$ cat config.mk
export PLATFORM = sky130hd
export DESIGN_NAME = dino_sprite
export DESIGN_NICKNAME = d
export VERILOG_FILES = /design/src/rtl/dino_pkg.sv /design/src/rtl/dino_rom.sv /design/src/rtl/dino_sprite.sv
export SDC_FILE = /design/constraint.sdc
export NUM_CORES = 1
export LEC_CHECK = 0
export ABC_AREA = 0
export ABC_CLOCK_PERIOD_IN_PS = 6100
export CAP_MARGIN = 0
export CORE_ASPECT_RATIO = 0.75
export CORE_MARGIN = 5
export CORE_UTILIZATION = 54
export DETAILED_ROUTE_END_ITERATION = 8
export HOLD_SLACK_MARGIN = 0.15
export PLACE_DENSITY = 0.82
export SYNTH_ARGS = -nofsm -noshare
export SYNTH_HDL_FRONTEND = slang
export SYNTH_HIERARCHICAL = 1
export SYNTH_SLANG_ARGS = --single-unit
$ cat constraint.sdc
create_clock -name vga_clk -period 6.1 [get_ports vga_clk]
set_input_delay 1.83 -clock vga_clk [delete_from_list [all_inputs] [get_ports vga_clk]]
set_output_delay 1.83 -clock vga_clk [all_outputs]
set_load 0.005 [all_outputs]
$ cat src/rtl/dino_pkg.sv
// Shared types and constants for the dinosaur sprite block.
package dino_pkg;

  typedef enum logic [1:0] {
    GROUND  = 2'd0,
    ASCEND  = 2'd1,
    DESCEND = 2'd2
  } dino_state_e;

  localparam int SPRITE_W = 16;
  localparam int SPRITE_H = 16;
  localparam logic [8:0] FRAME_TICK_ROW = 9'd480;

endpackage

$ cat src/rtl/dino_rom.sv
// Combinational 16x16 dinosaur bitmap; frame 1 swaps the leg rows (12..15).
module dino_rom
  import dino_pkg::*;
(
  input  logic       frame,
  input  logic [3:0] y,
  input  logic [3:0] x,
  output logic       pix
);

  logic [15:0] row_bits;

  // Row lookup; MSB is the leftmost column of the sprite.
  always_comb begin
    row_bits = 16'h0000;
    case (y)
      4'd0:    row_bits = 16'h007E;
      4'd1:    row_bits = 16'h00FF;
      4'd2:    row_bits = 16'h00DF;
      4'd3:    row_bits = 16'h00FF;
      4'd4:    row_bits = 16'h00F0;
      4'd5:    row_bits = 16'h00FC;
      4'd6:    row_bits = 16'h81F0;
      4'd7:    row_bits = 16'hC3F0;
      4'd8:    row_bits = 16'hE7FC;
      4'd9:    row_bits = 16'hFFF4;
      4'd10:   row_bits = 16'h7FF0;
      4'd11:   row_bits = 16'h3FE0;
      4'd12:   row_bits = frame ? 16'h1F80 : 16'h1FC0;
      4'd13:   row_bits = frame ? 16'h1900 : 16'h0D80;
      4'd14:   row_bits = frame ? 16'h1100 : 16'h0880;
      4'd15:   row_bits = frame ? 16'h1980 : 16'h0CC0;
      default: row_bits = 16'h0000;
    endcase
  end

  assign pix = row_bits[4'd15 - x];

endmodule

$ cat src/rtl/dino_sprite.sv
// Dinosaur jump physics (updated once per frame on the blanking tick) and sprite pixel.
// Optional leg animation when DINO_ANIM_EN is defined.
module dino_sprite
  import dino_pkg::*;
#(
  parameter int DINO_X     = 64,
  parameter int GROUND_ROW = 400,
  parameter int JUMP_V     = 12,
  parameter int GRAVITY    = 1
) (
  input  logic       vga_clk,
  input  logic       rst,
  input  logic       jump,
  input  logic [8:0] row_addr,
  input  logic [9:0] col_addr,
  output logic       px_dinosaur,
  output logic [6:0] height,
  output logic       airborne
);

  localparam logic [9:0]        X_LO     = 10'(DINO_X);
  localparam logic [9:0]        X_HI     = 10'(DINO_X + SPRITE_W - 1);
  localparam logic [9:0]        TOP_REST = 10'(GROUND_ROW - SPRITE_H);
  localparam logic signed [5:0] JUMP_V_S = 6'(JUMP_V);
  localparam logic signed [5:0] GRAV_S   = 6'(GRAVITY);

  dino_state_e        state_q, state_d;
  logic [6:0]         height_q, height_d;
  logic signed [5:0]  vel_q, vel_d;
  logic               pending_q, pending_d;
  logic               jump_q, jump_d;

  logic               tick;
  logic               rise;
  logic signed [5:0]  vel_dec;
  logic signed [7:0]  next_h;

  assign tick    = (row_addr == FRAME_TICK_ROW) && (col_addr == 10'd0);
  assign rise    = jump && !jump_q;
  assign vel_dec = vel_q - GRAV_S;
  assign next_h  = $signed({1'b0, height_q}) + $signed({{2{vel_q[5]}}, vel_q});

  // Jump capture and per-frame physics.
  always_comb begin
    state_d   = state_q;
    height_d  = height_q;
    vel_d     = vel_q;
    pending_d = pending_q;
    jump_d    = jump;

    // A press on a tick cycle survives that tick and is used on the next one.
    if (rise && (state_q == GROUND)) begin
      pending_d = 1'b1;
    end else if (tick) begin
      pending_d = 1'b0;
    end else begin
      pending_d = pending_q;
    end

    if (tick) begin
      case (state_q)
        GROUND: begin
          if (pending_q) begin
            vel_d   = JUMP_V_S;
            state_d = ASCEND;
          end else begin
            state_d = GROUND;
          end
        end
        ASCEND: begin
          height_d = height_q + {1'b0, vel_q};
          vel_d    = vel_dec;
          if (vel_dec <= 6'sd0) begin
            state_d = DESCEND;
          end else begin
            state_d = ASCEND;
          end
        end
        DESCEND: begin
          if (next_h <= 8'sd0) begin
            height_d = 7'd0;
            vel_d    = 6'sd0;
            state_d  = GROUND;
          end else begin
            height_d = next_h[6:0];
            vel_d    = vel_dec;
          end
        end
        default: begin
          state_d  = GROUND;
          height_d = 7'd0;
          vel_d    = 6'sd0;
        end
      endcase
    end else begin
      state_d = state_q;
    end
  end

  // Physics state registers.
  always_ff @(posedge vga_clk) begin
    if (rst) begin
      state_q   <= GROUND;
      height_q  <= 7'd0;
      vel_q     <= 6'sd0;
      pending_q <= 1'b0;
      jump_q    <= 1'b0;
    end else begin
      state_q   <= state_d;
      height_q  <= height_d;
      vel_q     <= vel_d;
      pending_q <= pending_d;
      jump_q    <= jump_d;
    end
  end

  logic frame_sel;

`ifdef DINO_ANIM_EN
  logic [2:0] anim_q, anim_d;

  // Leg-frame counter runs only while standing.
  always_comb begin
    if (tick && (state_q == GROUND)) begin
      anim_d = anim_q + 3'd1;
    end else begin
      anim_d = anim_q;
    end
  end

  // Leg-frame counter register.
  always_ff @(posedge vga_clk) begin
    if (rst) begin
      anim_q <= 3'd0;
    end else begin
      anim_q <= anim_d;
    end
  end

  assign frame_sel = (state_q == GROUND) ? anim_q[2] : 1'b0;
`else
  assign frame_sel = 1'b0;
`endif

  // Sprite box; the low 4 bits of the offsets depend only on low 4 bits of the operands.
  logic [9:0] top;
  logic [9:0] row_ext;
  logic       in_box;
  logic [3:0] dy;
  logic [3:0] dx;
  logic       rom_pix;

  assign top     = TOP_REST - {3'b000, height_q};
  assign row_ext = {1'b0, row_addr};
  assign in_box  = (col_addr >= X_LO) && (col_addr <= X_HI) &&
                   (row_ext >= top) && (row_ext <= top + 10'd15);
  assign dy      = row_addr[3:0] - top[3:0];
  assign dx      = col_addr[3:0] - X_LO[3:0];

  dino_rom u_rom (
    .frame (frame_sel),
    .y     (dy),
    .x     (dx),
    .pix   (rom_pix)
  );

  assign px_dinosaur = in_box && rom_pix;
  assign height      = height_q;
  assign airborne    = (state_q != GROUND);

endmodule

==> results of run 1 <==
==> final cells by class <==
type,count,area share
flip-flops and latches,17,0.114
repair buffers,52,0.156
multi-input cells,251,0.659
clock buffers,4,0.0151
inverters,26,0.0326
well taps,55,0.0230
==> power groups by stage <==
stage | combinational (mW) | sequential, mW | clock [mW]
final | 0.0839 | 0.113 | 0.0898
after global routing | 0.0913 | 0.113 | 0.0972
after CTS | 0.0737 | 0.113 | 0.0893
after detailed placement | 0.0705 | 0.115 | 0
after global placement | 0.0692 | 0.115 | 0
after floorplan | 0.0383 | 0.115 | 0
==> registers in the layout, indices dropped and copies added (netlist names) <==
register	count
height	7
jump_q	1
pending_q	1
state_q	2
vel_q	6
==> critical path: stages <==
cell	delay (ns)
buf_6	0.07
inv_2	0.04
ha_4	0.16
fa_2	0.56
inv_2	0.05
xor2_1	0.15
maj3_2	0.30
a31oi_1	0.17
o22ai_1	0.11
a22oi_2	0.12
nand2_1	0.08
a2111oi_2	0.30
buf_2	0.17
==> per-layer routing <==
layer | vias to the layer above | GRT usage | wire, µm | part of all wire
met1 | 1147 | 0.323 | 3110 | 0.49
met3 | 6 | 0.0396 | 466 | 0.073
li1 | 1191 | - | - | -
met2 | 78 | 0.361 | 2740 | 0.43
met4 | 0 | 0.0474 | 40 | 0.0063
met5 | - | 0 | 0 | 0
==> logic make-up (layout without fill, tap and decap cells) <==
logic type	after synthesis	count (layout)
buffers and inverters	34	82
other	1	6
AOI/OAI and AO/OA	95	95
and+or+nand+nor	98	98
muxes	2	2
adders and majority gates	34	34
DFF	17	17
xor gates and xnor gates	16	16
==> how the worst min path moves through the flow <==
| stage | end | cells past startpoint | slack, ns |
|---|---|---|---|
| after global routing | vel_q[4] | 2 | 0.56 |
| after detailed placement | state_q[1] | 2 | 0.51 |
| after floorplan | vel_q[1] | 2 | 0.47 |
| final | vel_q[1] | 2 | 0.53 |
| after CTS | state_q[1] | 2 | 0.52 |
| after global placement | vel_q[1] | 2 | 0.50 |
==> repair_timing <==
action / 4_1_cts / 5_1_grt
gates resized for setup: 16 / 24
hold buffers: 0 / 0
pin swaps: 3 / 17
buffers inserted: 0 / 2
setup endpoints to repair: 1 / 1
cloned: 0 / 1
==> cells in the final DEF (no fill, tap or decap), types with 5 or more instances in the layout <==
master / count
nor2b_1: 5
o21ai_0: 20
inv_1: 24
nor4_1: 6
clkdlybuf4s50_1: 26
nand4_1: 5
dfxtp_1: 17
conb_1: 6
nand2_1: 27
xor2_1: 7
nand2b_1: 8
buf_4: 18
or3_1: 5
xnor2_1: 7
o21a_1: 5
nor2_1: 13
a21o_1: 5
a21oi_1: 20
nor3_1: 8
ha_1: 27
==> impl_summary.txt, run 1 <==
----------------------------------------------------
[Synthesis]
  Number of cells produced by synthesis ... between 200 and 300
  Syn avg cell area ... 7.78 µm²
  Count leader, synth ... ha_1
  Total number of yosys warnings ... 6
  Cell types occupying the most area after synthesis ... ha_1 (17%), dfxtp_1 (15%), a21oi_1 (4.6%)
  Area of the mapped netlist ... roughly 2300 µm²
  Top cell type's share of synthesized area ... 0.168
  Number of enable-type register cells in the synthesized netlist ... 0
  Share of flip-flops with an asynchronous set or reset ... 0
  Fraction of the mapped netlist area in simple logic gates ... 0.234
  Compound-Gate Fraction of Synth Area ... 0.291
  Cell variety after synth ... 66
  Synth area leader ... ha_1
  Adder-cell share of the synthesized area ... 0.190
  Dominant combinational cell family by area after synthesis ... compound AO/OA/AOI/OAI gates
  Register bit total from synthesis ... 17
  Sequential share of the synthesized area ... 0.147
  Most used DFF post-synth ... dfxtp_1
  Share of synthesized area spent on multiplexers ... 0.00867
  Ranking of synthesized cells by instance count ... ha_1 (31), nand2_1 (27), inv_1 (26)
  Share of the synthesized netlist area taken by xor and xnor gates ... 0.0607

[Die]
  Core area ... ~4100 µm²
  IO Count ... 31
  Std-Cell Rows ... 20
  Total Die Area ... ~5700 µm²
  Die Width ... 85.5 µm
  Initial Util ... 0.563
  Floorplan die height ... 66.6 µm

[Global routing]
  Initial antenna violation count ... 0
  Maximum number of pins on one net before global-route repair ... 14
  Residual overflow from global routing ... 0
  Wire length of the first global-routing pass ... 10.5 mm
  Global router's overall resource usage ... 0.228
  Via count of the first global-routing pass ... roughly 2300

[Place]
  Final weighted congestion in routability-driven placement ... slightly below 0.9
  Area post-placement ... 2790 µm²
  Minimum setup slack after placement ... -0.866 ns
  Inst Count DP ... ~400
  Detailed-placement wirelength estimate ... 4.84 mm
  Number of input and output port buffers inserted ... 30

[Worst setup path]
  Worst Reg2Reg Path Length in Cells ... 11
  Critical path capture point ... px_dinosaur
  Worst setup path startpoint ... row_addr[0]
  Highest fanout seen on the critical path ... 3
  Beginning of the worst register-to-register path ... height[0]
  Setup slack of the most critical reg-to-reg path ... 3.22 ns
  WP data arrival ... 4.12 ns
  Endpoint class of the critical path ... primary output
  Nature of the critical path startpoint ... primary input
  Worst Path Required ... 4.27 ns
  Worst reg2reg endpoint ... vel_q[2]
  WS Path Type ... primary input to primary output

[Routing]
  DRT iter0 DRCs ... 200
  Routed WL per cell ... 15.7 µm
  Via count of the routed design ... 2422
  Drt total wl ... between 6 and 7 mm
  Drt via density ... between 5 and 6
  DR pass1 iterations ... 4
  Number of nets with antenna violations after detailed routing ... 0
  Remaining routing DRC violations ... 0

[STA]
  Number of setup violations in the final report ... 0
  Final worst-path cycle share ... 0.975
  Maximum clock frequency ... 168 MHz
  TNS Setup ... 0 ns
  Relative slew slack ... 0.619
  Final critical-path required period ... ~5.9 ns
  Setup slack of the critical path after layout ... roughly 0.15 ns
  Hold Slack ... 0.527 ns
  Slew at the pin closest to its max-slew limit ... 0.557 ns
  Post-Route Skew ... between 0.008 and 0.009 ns
  Number of pins exceeding their max-slew limit in the final report ... 0
  Final hold violation count ... 0

[Final layout]
  Multi-input combinational cell area ... slightly below 2000 µm²
  Final instance area ... approximately 3000 µm²
  Non-filler instance count after layout ... 405
  Final core occ ... 0.729
  Synth-to-Final Area Change ... 29.5%
  Fillers ... 298
  Share of final-layout standard cells stronger than drive strength 1 ... 0.169
  Net count of the finished layout ... 406
  Sequential cell area ... 340 µm²
  Ant diodes ... 0

[Power]
  Comb power frac ... 0.293
  Part of the total power dissipated in sequential elements ... 0.393
  Clock group share of total power ... 0.314
  Cell Pwr Density ... 95.7 nW/µm²
  Internal power ... 202 µW
  Tot Pwr ... approximately 290 µW
  Net Sw Power ... approximately 84 µW
  Static leakage power ... about 1.3 nW
  Sw Share ... 0.293
  Peak VDD IR ... 80.0 µV

[Flow run]
  Number of max-cap violations ... 0

[Clocking]
  CTS root buf ... clkbuf_8
  CTS max path bufs ... 2
  CTS tree ... done
  Clock latency reported for the late side of the worst-skew pair ... 0.26 ns
  CTS Buf Count ... 3
  CTS HTree Levels ... 1
  Total clock sinks ... 17
  Clock transition at path regs ... about 0.070 ns

[Min path]
  Hold Startpoint ... vel_q[1]
  Path class of the lowest-slack min-delay path ... register to register

[Status]
  Status ... finished clean

----------------------------------------------------
No activity file was read; power rests on OpenSTA's default activity.
==> inputs of run 2 (changes only) <==
--- a/config.mk
+++ b/config.mk
@@ -6,7 +6,7 @@
 export NUM_CORES = 1
 export LEC_CHECK = 0
 export ABC_AREA = 0
-export ABC_CLOCK_PERIOD_IN_PS = 6100
+export ABC_CLOCK_PERIOD_IN_PS = 7550
 export CAP_MARGIN = 0
 export CORE_ASPECT_RATIO = 0.75
 export CORE_MARGIN = 5
==> constraint.sdc (replaced) <==
create_clock -name vga_clk -period 7.55 [get_ports vga_clk]
set_input_delay 2.265 -clock vga_clk [delete_from_list [all_inputs] [get_ports vga_clk]]
set_output_delay 2.265 -clock vga_clk [all_outputs]
set_load 0.005 [all_outputs]
==> run 2 against run 1 <==
Net effect: worst hold slack worse by 0.015 ns; global-route usage down 1.7 points; die area unchanged; clock power down 23%; cell count down 3.2%; sequential power down 19%; first-iteration DRC count down 13%; power down 24%; routed wire length down 8.7%; register-to-register slack better by 1.4 ns; critical path depth up 1; largest power group unchanged.
==> impl_summary.txt, run 2 (same netlist as run 1, synthesis figures left out) <==
----------------------------------------------------
[Final layout]
  Synth-to-Final Area Change ... 20.4%
  Most frequent cells in the layout ... ha_1 (31), clkdlybuf4s50_1 (29), nand2_1 (27), inv_1 (26)
  Final core occ ... 0.677 (-0.0512)
  Share of final-layout standard cells stronger than drive strength 1 ... 0.0920 (-0.0766)
  Max reg flops ... 7 (unchanged)
  Net count of the finished layout ... 393 (-3.2%)
  Final instance area ... 2780 µm² (-7.0%)
  Most common cell after layout, fill and taps aside ... ha_1
  Ant diodes ... 0 (unchanged)
  Non-filler instance count after layout ... 392 (-3.2%)

[STA]
  Relative slew slack ... 0.621 (+0.00168)
  RSZ-0062 raised after global routing ... false
  Post-Route Skew ... 0.00389 ns (-0.00484 ns)
  Maximum clock frequency ... 137 MHz
  Final critical-path required period ... 7.31 ns
  Final hold violation count ... 0 (unchanged)
  Number of pins exceeding their max-slew limit in the final report ... 0 (unchanged)
  Number of setup violations in the final report ... 0 (unchanged)
  Setup slack of the critical path after layout ... 0.241 ns (+0.0896 ns)
  Hold Slack ... 0.512 ns (-0.0151 ns)
  Final worst-path cycle share ... 0.968
  Slew at the pin closest to its max-slew limit ... 0.565 ns (+0.00782 ns)
  TNS Setup ... 0 ns (unchanged)

[Routing]
  Routed WL per cell ... 14.8 µm (-5.7%)
  Remaining routing DRC violations ... 0 (unchanged)
  DRT iter0 DRCs ... 175 (-13%)
  Number of nets with antenna violations after detailed routing ... 0 (unchanged)
  Drt total wl ... 5.81 mm (-8.7%)
  Drt via density ... 6.02 (+0.71%)
  DR pass1 iterations ... 5 (+1)
  Via count of the routed design ... 2361 (-2.5%)

[Clocking]
  CTS root buf ... clkbuf_8
  Total clock sinks ... 17 (unchanged)
  CTS tree ... done
  Clock transition at path regs ... 0.07 ns (about the same)
  Post-CTS setup buffers ... 0 (unchanged)
  CTS max path bufs ... 2 (unchanged)
  Clock latency reported for the late side of the worst-skew pair ... 0.25 ns (about the same)
  CTS HTree Levels ... 1 (unchanged)
  CTS Buf Count ... 3 (unchanged)
  Number of buffers added to fix hold violations after cts ... 0 (unchanged)

[Power]
  Tot Pwr ... 217 µW (-24%)
  Static leakage power ... 1.16 nW (-7.1%)
  Peak VDD IR ... 94.4 µV (+18%)
  Cell Pwr Density ... 77.9 nW/µm² (-19%)

[Global routing]
  Via count of the first global-routing pass ... 2129 (-6.5%)
  Grt met2 use ... 0.329 (-0.0320)
  Wire length of the first global-routing pass ... 9.78 mm (-6.4%)
  Global router's overall resource usage ... 0.211 (-0.0168)
  Most Crowded Layer GR ... met2
  GR Layer Usage met3 ... 0.0457 (+0.00618)
  Met1 Track Usage GR ... 0.305 (-0.0176)
  Maximum number of pins on one net before global-route repair ... 15 (+1)
  Residual overflow from global routing ... 0 (unchanged)
  Initial antenna violation count ... 0 (unchanged)

[Min path]
  Path class of the lowest-slack min-delay path ... register to register
  Hold worst-path end ... vel_q[1]
  Hold Startpoint ... vel_q[1]
  Worst Hold Path Cells ... 2 (unchanged)

[Die]
  IO Count ... 31 (unchanged)
  Floorplan die height ... 66.6 µm (unchanged)
  Total Die Area ... 5700 µm² (unchanged)
  Core area ... 4100 µm² (unchanged)
  Std-Cell Rows ... 20 (unchanged)
  Die Width ... 85.5 µm (unchanged)
  Initial Util ... 0.563 (unchanged)

[Worst setup path]
  WP data arrival ... 5.04 ns (+0.92 ns)
  Sum of buffers and inverters on the critical path ... 5 (+1)
  Critical-path cell list ... clkdlybuf4s50_1 > inv_1 > ha_1 > fa_2 > inv_1 > buf_4 > nand3b_1 > o2111ai_1 > a31oi_1 > o211ai_1 > a22oi_2 > nand2_1 > a2111oi_1 > clkbuf_2
  Dominant delay contributor by cell family on the critical path ... buffers and inverters
  Nature of the critical path startpoint ... primary input
  Highest cell delay on the worst timing path ... 0.52 ns (-0.04 ns)
  Beginning of the worst register-to-register path ... height[0]
  Setup slack of the most critical reg-to-reg path ... 4.67 ns (+1.45 ns)
  WS Path Type ... primary input to primary output
  Highest fanout seen on the critical path ... 13 (+10)
  Slowest stage cell, crit path ... fa_2
  Most repeated library cell on the critical path ... inv_1
  Worst reg2reg endpoint ... state_q[1]
  Worst Reg2Reg Path Length in Cells ... 10 (-1)
  Worst Path Required ... 5.29 ns (+1.02 ns)
  Endpoint class of the critical path ... primary output

[Place]
  Number of input and output port buffers inserted ... 30 (unchanged)
  Minimum setup slack after placement ... -0.310 ns (+0.556 ns)
  Area post-placement ... 2710 µm² (-2.7%)
  Final weighted congestion in routability-driven placement ... 0.925 (+4.4%)
  Detailed-placement wirelength estimate ... 4.73 mm (-2.2%)
  Inst Count DP ... 388 (-2.5%)

[Flow run]
  Number of max-cap violations ... 0 (unchanged)

[Status]
  Status ... finished clean

----------------------------------------------------
==> run 2: cell types whose count changed in the layout (fill, tap and decap cells not counted), sizes merged <==
cell           delta
clkdlybuf4s50     +3
buf              -15
dlymetal6s2s      -1
==> run 2: worst max-delay path by stage <==
stage	from	to	slack, ns	cells after the start
6_report	row_addr[0]	px_dinosaur	0.24	14
3_5_place_dp	row_addr[0]	px_dinosaur	-0.31	13
4_1_cts	row_addr[0]	px_dinosaur	0.14	13
2_1_floorplan	row_addr[0]	px_dinosaur	0.85	11
5_1_grt	row_addr[0]	px_dinosaur	0.02	14
3_3_place_gp	row_addr[0]	px_dinosaur	-0.26	13
==> run 2: worst register-to-register path, stage by stage (launching register included) <==
cell and delay (ns):
dfxtp_1 0.54, ha_1 0.24, inv_1 0.06, fa_1 0.41, xnor2_1 0.21, nor4b_1 0.27
mux2i_1 0.20, a211oi_4 0.25, a21oi_2 0.11, or3_1 0.36, a21oi_1 0.15
==> run 2: cell type report <==
| type | instances | area [µm²] |
|---|---|---|
| multi-input cells | 251 | 1870 |
| fillers | 346 | 1320 |
| repair buffers | 39 | 363 |
| flip-flops and latches | 17 | 340 |
| inverters | 26 | 97.6 |
| well taps | 55 | 68.8 |
| clock buffers | 4 | 45.0 |
==> run 2: routing by layer <==
metal | wire length [µm] | share of wire
met1 | 2980 | 0.51
met2 | 2420 | 0.42
met3 | 393 | 0.068
met4 | 8 | 0.0014
met5 | 0 | 0
==> run 2: timing repair <==
action / CTS / global route
pin swaps: 1 / 1
setup endpoints to repair: 1 / 1
hold endpoints to repair: 0 / 0
resized for setup: 3 / 5
==> run 2: report_power, final <==
part / internal, mW / switching (mW)
clock network: 0.0375 / 0.0320
logic: 0.0286 / 0.0276
registers: 0.0903 / 0.000680
==> inputs of run 3 (changes only) <==
--- a/config.mk
+++ b/config.mk
@@ -6,13 +6,14 @@
 export NUM_CORES = 1
 export LEC_CHECK = 0
 export ABC_AREA = 0
-export ABC_CLOCK_PERIOD_IN_PS = 7550
+export ABC_CLOCK_PERIOD_IN_PS = 6900
 export CAP_MARGIN = 0
 export CORE_ASPECT_RATIO = 0.75
 export CORE_MARGIN = 5
 export CORE_UTILIZATION = 54
 export DETAILED_ROUTE_END_ITERATION = 8
 export HOLD_SLACK_MARGIN = 0.15
+export MAX_ROUTING_LAYER = met4
 export PLACE_DENSITY = 0.82
 export SYNTH_ARGS = -nofsm -noshare
 export SYNTH_HDL_FRONTEND = slang
==> constraint.sdc (replaced) <==
create_clock -name vga_clk -period 6.9 [get_ports vga_clk]
set_input_delay 2.07 -clock vga_clk [delete_from_list [all_inputs] [get_ports vga_clk]]
set_output_delay 2.07 -clock vga_clk [all_outputs]
set_load 0.005 [all_outputs]
==> run 3 against run 2 <==
Net effect: design area grew 2.3%; via count grew 1.9%; clock skew grew 0.0012 ns; largest cell class unchanged; highest routed layer unchanged.
==> impl_summary.txt, run 3 (same netlist as run 1, synthesis figures left out) <==
----------------------------------------------------
[Status]
  Status ... finished clean

[STA]
  Setup slack of the critical path after layout ... 0.183 ns (-0.0580 ns)
  Number of setup violations in the final report ... 0 (unchanged)
  Final critical-path required period ... 6.72 ns
  Hold Slack ... 0.520 ns (+0.00797 ns)
  Slew at the pin closest to its max-slew limit ... 0.572 ns (+0.00717 ns)
  RSZ-0062 raised after global routing ... false
  Final worst-path cycle share ... 0.973
  Relative slew slack ... 0.617 (-0.00327)
  Final hold violation count ... 0 (unchanged)
  Post-Route Skew ... 0.00508 ns (+0.00119 ns)
  Number of pins exceeding their max-slew limit in the final report ... 0 (unchanged)
  Maximum clock frequency ... 149 MHz

[Global routing]
  Maximum number of pins on one net before global-route repair ... 14 (-1)
  Residual overflow from global routing ... 0 (unchanged)
  Initial antenna violation count ... 0 (unchanged)
  Global router's overall resource usage ... 0.218 (+0.00722)
  Wire length of the first global-routing pass ... 9.90 mm (+1.2%)
  Via count of the first global-routing pass ... 2144 (+0.70%)

[Final layout]
  Most frequent cells in the layout ... ha_1 (30), clkdlybuf4s50_1 (27), nand2_1 (26), inv_1 (25), o21ai_0 (21)
  Synth-to-Final Area Change ... 23.1%
  Share of final-layout standard cells stronger than drive strength 1 ... 0.120 (+0.0282)
  Most common cell after layout, fill and taps aside ... ha_1
  Final core occ ... 0.693 (+0.0155)
  Max reg flops ... 7 (unchanged)
  Fillers ... 327 (-5.5%)
  Net count of the finished layout ... 397 (+1.0%)
  Ant diodes ... 0 (unchanged)

[Worst setup path]
  Setup slack of the most critical reg-to-reg path ... 4.00 ns (-0.67 ns)
  Beginning of the worst register-to-register path ... height[0]
  Worst setup path startpoint ... row_addr[2]
  Highest fanout seen on the critical path ... 7 (-6)
  Nature of the critical path startpoint ... primary input
  Critical path capture point ... px_dinosaur
  WP data arrival ... 4.65 ns (-0.39 ns)
  Endpoint class of the critical path ... primary output
  WS Path Type ... primary input to primary output
  Worst reg2reg endpoint ... state_q[1]
  Worst Reg2Reg Path Length in Cells ... 10 (unchanged)
  Worst Path Required ... 4.83 ns (-0.46 ns)

[Power]
  Net Sw Power ... 68.9 µW (+14%)
  Sw Share ... 0.285 (+0.00635)
  Cell Pwr Density ... 85.2 nW/µm² (+9.3%)
  Comb power frac ... 0.274 (+0.015)
  Peak VDD IR ... 60.0 µV (-36%)
  Tot Pwr ... 242 µW (+12%)
  Part of the total power dissipated in sequential elements ... 0.411 (-0.009)
  Static leakage power ... 1.20 nW (+3.2%)
  Internal power ... 173 µW (+11%)
  Clock group share of total power ... 0.315 (-0.006)

[Clocking]
  CTS Buf Count ... 3 (unchanged)
  CTS root buf ... clkbuf_8
  Total clock sinks ... 17 (unchanged)
  Clock latency reported for the late side of the worst-skew pair ... 0.25 ns (about the same)
  CTS max path bufs ... 2 (unchanged)
  CTS HTree Levels ... 1 (unchanged)
  CTS tree ... done
  Post-CTS setup buffers ... 0 (unchanged)
  Clock transition at path regs ... 0.06 ns (about the same)

[Place]
  Detailed-placement wirelength estimate ... 4.77 mm (+0.75%)
  Number of input and output port buffers inserted ... 30 (unchanged)
  Minimum setup slack after placement ... -0.665 ns (-0.356 ns)
  Final weighted congestion in routability-driven placement ... 0.935 (+1.1%)

[Die]
  Total Die Area ... 5700 µm² (unchanged)
  Core area ... 4100 µm² (unchanged)
  Std-Cell Rows ... 20 (unchanged)
  Floorplan die height ... 66.6 µm (unchanged)
  IO Count ... 31 (unchanged)
  Die Width ... 85.5 µm (unchanged)
  Initial Util ... 0.563 (unchanged)

[Routing]
  Routed WL per cell ... 15.3 µm (+3.0%)
  Drt via density ... 6.07 (+0.83%)
  DRT iter0 DRCs ... 209 (+19%)
  Remaining routing DRC violations ... 0 (unchanged)
  Drt total wl ... 6.04 mm (+4.0%)
  Number of nets with antenna violations after detailed routing ... 0 (unchanged)
  DR pass1 iterations ... 5 (unchanged)
  Via count of the routed design ... 2405 (+1.9%)

[Min path]
  Path class of the lowest-slack min-delay path ... register to register

[Flow run]
  Number of max-cap violations ... 0 (unchanged)

----------------------------------------------------
==> run 3: metrics by stage <==
| stage | setup TNS (ns) | instances | cell area, µm² |
|---|---|---|---|
| after CTS | 0 | 396 | 2810 |
| after global placement | -0.538 | 392 | 2740 |
| after global routing | 0 | 396 | 2840 |
| final | 0 | 396 | 2840 |
| after detailed placement | -0.665 | 392 | 2740 |
| after floorplan | 0 | 302 | 2330 |
==> run 3: layer usage <==
metal	share of wire	GRT usage
met1	0.49	0.312
met3	0.079	0.0346
met5	0	-
met2	0.43	0.338
met4	0.0026	0.0178
==> run 3: area by class of cell <==
class | instances | area, µm² | area share
clock buffers | 4 | 45.0 | 0.0158
inverters | 26 | 97.6 | 0.0343
multi-input cells | 251 | 1890 | 0.666
flip-flops and latches | 17 | 340 | 0.120
well taps | 55 | 68.8 | 0.0242
repair buffers | 43 | 398 | 0.140
==> run 3: worst min-delay path by stage <==
stage | startpoint | to | cells past startpoint
after floorplan | vel_q[1] | vel_q[1] | 2
after global placement | vel_q[1] | vel_q[1] | 2
after detailed placement | vel_q[4] | vel_q[4] | 2
after CTS | vel_q[4] | vel_q[4] | 2
after global routing | vel_q[4] | vel_q[4] | 2
final | vel_q[4] | vel_q[4] | 2
==> run 3: power by group through the flow <==
| stage | sequential, mW | clock (mW) | combinational, mW |
|---|---|---|---|
| global placement | 0.102 | 0 | 0.0595 |
| detailed placement | 0.102 | 0 | 0.0608 |
| finish | 0.0996 | 0.0763 | 0.0664 |
| floorplan | 0.102 | 0 | 0.0338 |
| CTS | 0.0996 | 0.0779 | 0.0625 |
| global route | 0.0996 | 0.0812 | 0.0718 |
==> run 3: what timing repair did <==
item | in CTS | in global routing
gates resized for setup | 9 | 9
hold buffers | 0 | 0
pin swaps | 0 | 6
setup endpoints to repair | 1 | 1
==> run 3: critical path, stage by stage <==
cell and delay, ns:
clkdlybuf4s50_1 0.44, ha_1 0.44, a21oi_2 0.11, xnor2_2 0.30, buf_4 0.22, nand2b_1 0.06
mux2i_1 0.17, a221oi_2 0.09, a22oi_2 0.20, nand2_2 0.08, a2111oi_4 0.32, buf_2 0.17
